[src/rtl/icache_l1_controller.sv]
// Direct-mapped L1 instruction cache controller: owns the tag/valid store and
// sequences the external L1 array for hits, line refills and flushes.
module icache_l1_controller #(
  parameter int ADDR_WIDTH  = 16,
  parameter int DATA_WIDTH  = 16,
  parameter int INDEX_BITS  = 5,
  parameter int OFFSET_BITS = 2
) (
  input  logic                              clk,
  input  logic                              reset,
  input  logic                              cpu_req,
  input  logic [ADDR_WIDTH-1:0]             cpu_addr,
  output logic                              cpu_ready,
  output logic                              cpu_valid,
  output logic [DATA_WIDTH-1:0]             cpu_data,
  input  logic                              flush,
  output logic                              mem_req,
  output logic [ADDR_WIDTH-1:0]             mem_addr,
  input  logic                              mem_ack,
  input  logic                              mem_rvalid,
  input  logic [DATA_WIDTH-1:0]             mem_rdata,
  output logic                              arr_mode,
  output logic [INDEX_BITS+OFFSET_BITS-1:0] arr_addr,
  output logic [DATA_WIDTH-1:0]             arr_wdata,
  input  logic [DATA_WIDTH-1:0]             arr_rdata,
  output logic                              busy,
  output logic [15:0]                       miss_count
);
  localparam int TagBits = ADDR_WIDTH - INDEX_BITS - OFFSET_BITS;
  localparam int Lines   = 1 << INDEX_BITS;

  typedef enum logic [2:0] {IDLE, COMPARE, MISS_REQ, FILL, RESPOND, FLUSH} state_t;

  state_t                 state, nextState;
  logic [TagBits-1:0]     tagQ;
  logic [INDEX_BITS-1:0]  indexQ;
  logic [OFFSET_BITS-1:0] offsetQ;
  logic [OFFSET_BITS-1:0] beat;
  logic [Lines-1:0]       validBits;
  logic [TagBits-1:0]     tagStore [Lines];
  logic                   flushPending;
  logic [INDEX_BITS-1:0]  flushIdx;
  logic [15:0]            missCount;
  logic                   accept;
  logic                   hit;
  logic                   lastBeat;

  assign cpu_ready  = (state == IDLE) && !flushPending && !flush;
  assign accept     = cpu_req && cpu_ready;
  assign hit        = validBits[indexQ] && (tagStore[indexQ] == tagQ);
  assign lastBeat   = (state == FILL) && mem_rvalid && (beat == '1);
  assign busy       = (state != IDLE);
  assign miss_count = missCount;

  // NOTE: every output and nextState gets a default first so no path can infer a latch.
  always_comb begin
    nextState = state;
    cpu_valid = 1'b0;
    cpu_data  = '0;
    mem_req   = 1'b0;
    mem_addr  = '0;
    arr_mode  = 1'b0;
    arr_addr  = {indexQ, offsetQ};
    arr_wdata = '0;
    unique case (state)
      IDLE: begin
        if (flush || flushPending) nextState = FLUSH;
        else if (accept)           nextState = COMPARE;
      end
      COMPARE: begin
        if (hit) begin
          cpu_valid = 1'b1;
          cpu_data  = arr_rdata;
          nextState = IDLE;
        end else begin
          nextState = MISS_REQ;
        end
      end
      MISS_REQ: begin
        mem_req  = 1'b1;
        mem_addr = {tagQ, indexQ, {OFFSET_BITS{1'b0}}};
        if (mem_ack) nextState = FILL;
      end
      FILL: begin
        arr_addr = {indexQ, beat};
        if (mem_rvalid) begin
          arr_mode  = 1'b1;
          arr_wdata = mem_rdata;
          if (beat == '1) nextState = RESPOND;
        end
      end
      RESPOND: begin
        cpu_valid = 1'b1;
        cpu_data  = arr_rdata;
        nextState = IDLE;
      end
      FLUSH: begin
        if (flushIdx == '1) nextState = IDLE;
      end
      default: nextState = IDLE;
    endcase
  end

  always_ff @(posedge clk or negedge reset) begin
    if (!reset) begin
      state        <= IDLE;
      tagQ         <= '0;
      indexQ       <= '0;
      offsetQ      <= '0;
      beat         <= '0;
      validBits    <= '0;
      flushPending <= 1'b0;
      flushIdx     <= '0;
      missCount    <= '0;
    end else begin
      state <= nextState;
      if (accept) {tagQ, indexQ, offsetQ} <= cpu_addr;
      if (state == MISS_REQ && mem_ack) begin
        beat <= '0;
        if (missCount != 16'hFFFF) missCount <= missCount + 16'd1;
      end
      if (state == FILL && mem_rvalid) beat <= beat + 1'b1;
      if (lastBeat) validBits[indexQ] <= 1'b1;
      // flushIdx wraps back to 0 after the last line, ready for the next flush.
      if (state == FLUSH) begin
        validBits[flushIdx] <= 1'b0;
        flushIdx            <= flushIdx + 1'b1;
      end
      if (state == FLUSH)                      flushPending <= 1'b0;
      else if (flush && state != IDLE)         flushPending <= 1'b1;
    end
  end

  // NOTE: the tag store has no reset; an entry is only read when its valid bit is set.
  always_ff @(posedge clk) begin
    if (lastBeat) tagStore[indexQ] <= tagQ;
  end

endmodule

[config.mk]
export PLATFORM = sky130hd
export DESIGN_NAME = icache_l1_controller
export DESIGN_NICKNAME = d
export VERILOG_FILES = /design/src/rtl/icache_l1_controller.sv
export SDC_FILE = /design/constraint.sdc
export NUM_CORES = 1
export LEC_CHECK = 0
export CAP_MARGIN = 20
export CORE_UTILIZATION = 40
export CTS_BUF_LIST = sky130_fd_sc_hd__clkbuf_8 sky130_fd_sc_hd__clkbuf_16
export DETAILED_ROUTE_END_ITERATION = 12
export PLACE_DENSITY = 0.57
export SKIP_LAST_GASP = 1
export SLEW_MARGIN = 20
export SYNTH_ARGS = -nofsm -noshare
export SYNTH_HDL_FRONTEND = slang
export SYNTH_SLANG_ARGS = --single-unit
[constraint.sdc]
create_clock -name clk -period 7.4 [get_ports clk]
set_clock_uncertainty 0.05 [all_clocks]
set_input_delay 1.48 -clock clk [delete_from_list [all_inputs] [get_ports clk]]
set_output_delay 1.48 -clock clk [all_outputs]
set_load 0.02 [all_outputs]
==> impl_metrics.yaml <==
status:
  outcome: "finished, final reports clean"
placement:
  dpl.cell_count: 1665
  half_perimeter_wire_length_after_detailed_placement_mm: 27.5
  globalplace.congestion: 0.847
  port_buffers: 127
cells_and_area:
  mostFrequentLayoutCells: "edfxtp_1, mux2i_1, clkdlybuf4s50_1"
  layout_commonest_cell: "edfxtp_1"
  post_route_cells_drive_above_1_share: 0.129
  num_antenna_cells: 0
  final_cells: 1739
  area_delta_synth_final_pct: 21.5
  fin_nets: 1258
routing:
  drt_pre_antenna_iters: 5
  wl_per_cell_um: 24.2
  drt_iter0_drc: 883
  viasPerCell: 5.50
  dr_total_vias: 9560
  post-route-drc-count: 0
  ant_nets: 0
  detail_route.wirelength_mm: 42.0
clocking:
  postCtsHoldBufs: 0
  cts-root-buf: "clkbuf_16"
  worst_setup_hold_path_clk_slew_ps: 60
  cts.path.max_buffers: 3
  postCtsResizedCells: 0
  tritoncts.num_buffers: 40
  h_tree_depth: 2
  worstSkewPairLatency_ps: 530
  cts_tree: "yes"
  clock-sinks: 363
  post-cts-setup-buffers: 0
logic_synthesis:
  synth_area_um2: 15400
  ys_seq_elements: 363
  synth_async_sr_flop_share: 0.207
  yosysWarningCount: 0
  post_synth.cell_area_avg_um2: 14.6
  dominantRegCellSynth: "edfxtp_1"
  portion_of_the_post_synthesis_area_used_by_sequential_elements: 0.685
  synth.lib_cells_used.distinct: 53
  synth_edf_count: 288
  netlist_instances: 1051
timing:
  post-route-min-period_ps: 7030
  max_clock_freq_ghz: 0.142
  slew_violations: 0
  unrepaired_setup_endpoints_after_global_routing: "false"
  setup_viol: 0
  timing_worst_slew_pin_value_ps: 1160
  finalSetupTns_ps: 0
  number_of_hold_violations_in_the_final_report: 0
  maxSlewHeadroom: 0.226
  min_period_over_period: 0.950
hold_path:
  worst_min_delay_path_class: "reg -> reg"
setup_path:
  setup.worst_path.start_class: "flip-flop"
  gate_family_responsible_for_the_most_delay_along_the_worst_path: "simple AND/OR/NAND/NOR gates"
  worstPathCellList: "nand4bb_1 > o22ai_1 > nor4_1 > and3_1 > or4_1 > or4_1 > o32ai_1 > clkdlybuf4s50_1"
  largest_stage_delay_on_the_critical_path_ps: 930
  crit_slowest_cell: "or4_1"
  cp_data_required_time_ps: 5870
  crit_path_frequent_cell: "or4_1"
  worstSetupPathType: "reg -> out"
  critical_path_buf_inv_count: 1
  worst-path-max-fanout: 27
  category_of_the_worst_setup_path_capture_point: "output pin"
  arrival_worst_endpoint_ps: 5500
die:
  die-area_um2: 39200
  rows: 71
  die_h_um: 198
  floorplan.die.width_um: 198
  initial_utilization: 0.407
  core_area_um2: 37800
  num_io_pins: 130
global_routing:
  grt_antenna_before_repair: 0
  grt_start_max_net_pins: 76
  grt_pass1_wl_mm: 62.0
  grt_usage: 0.217
  gr-total-overflow: 0
  grt_pass1_vias: 9426
power:
  ir_worst_vdd_uv: 194
  total_leakage_power_nw: 6.53
  total_power_w: 0.00654
  power.density_nw_per_um2: 350
run:
  max-cap-violations: 0
[sequential cells by signal, summed over array words and instances, names as in the netlist]
register,flops
indexQ,5
flushPending,1
tagQ,9
flushIdx,5
validBits,32
beat,2
tagStore,288
state,3
offsetQ,2
miss_count,16
[worst paths after layout]
check                                      to  slack, ps          start  depth (start not counted)
worst max-delay path                cpu_valid        370      indexQ[4]                          8
worst min-delay path            validBits[31]        450  validBits[31]                          1
worst max register to register       state[1]       2900      indexQ[4]                          7
worst min register to register  validBits[31]        450  validBits[31]                          1
max in group asynchronous           indexQ[0]       5520          reset                          1
min in group asynchronous          offsetQ[1]       1060          reset                          1
[cell families after synthesis]
group,Yosys count,synth area share
DFF,363,0.685
and+or+nand+nor,269,0.0907
muxes,173,0.121
AOI/OAI and AO/OA,144,0.0631
buffers and inverters,71,0.0217
xor gates and xnor gates,23,0.0131
adders and majority gates,7,0.00570
other,1,0.000244
[routing by layer]
metal | share of wire | vias up | routed length [um] | GRT usage
li1 | - | 4301 | - | -
met1 | 0.45 | 4887 | 18900 | 0.307
met2 | 0.48 | 316 | 20200 | 0.355
met3 | 0.053 | 56 | 2240 | 0.0293
met4 | 0.018 | 0 | 746 | 0.0482
met5 | 0 | - | 0 | 0
[per-stage QoR]
step / instance area [um^2] / worst slack [ps] / hold slack [ps] / utilization
4_1_cts: 18700 / 405 / 451 / 0.494
6_report: 18700 / 367 / 449 / 0.495
2_1_floorplan: 15400 / 2410 / 405 / -
3_5_place_dp: 17300 / 1000 / 438 / 0.459
5_1_grt: 18700 / 143 / 465 / 0.495
3_3_place_gp: 17300 / 959 / 428 / 0.458
[layout make-up]
class	instances	area [um^2]
fill	3294	19100
sequential	363	10500
multi-input combinational	618	4560
timing repair buffer	167	1580
clock buffer	43	1080
tap	511	639
clock inverter	30	275
inverter	7	26.3
[cell usage after synthesis (all sizes together) (5+ instances only)]
library cell  number  area, um^2
a21oi             32         160
and2              29         181
buf               35         199
clkbuf            29         109
dfrtp             75        1880
edfxtp           288        8650
ha                 7        87.6
inv                7        26.3
mux2              21         236
mux2i            144        1440
mux4               8         180
nand2             61         229
nand2b             5        31.3
nand3              8        40.0
nand4              9        56.3
nand4bb            5        56.3
nor2              76         285
nor2b             18         113
nor3              11        55.1
nor4              18         113
o22ai             75         475
o31ai             16         170
xnor2             16         140
xor2               7        61.3
[power by group]
part	switching [W]	internal (W)
logic	0.00112	0.000705
clock network	0.000803	0.00122
registers	0.000217	0.00247
[worst reg2reg max path, delay by kind of cell, from the launching register on]
family             cells  cell delay (ps)
and+or+nand+nor        5             2590
AOI/OAI and AO/OA      2              860
DFF                    1              870
Note: power is estimated with default switching activity, not from simulation.
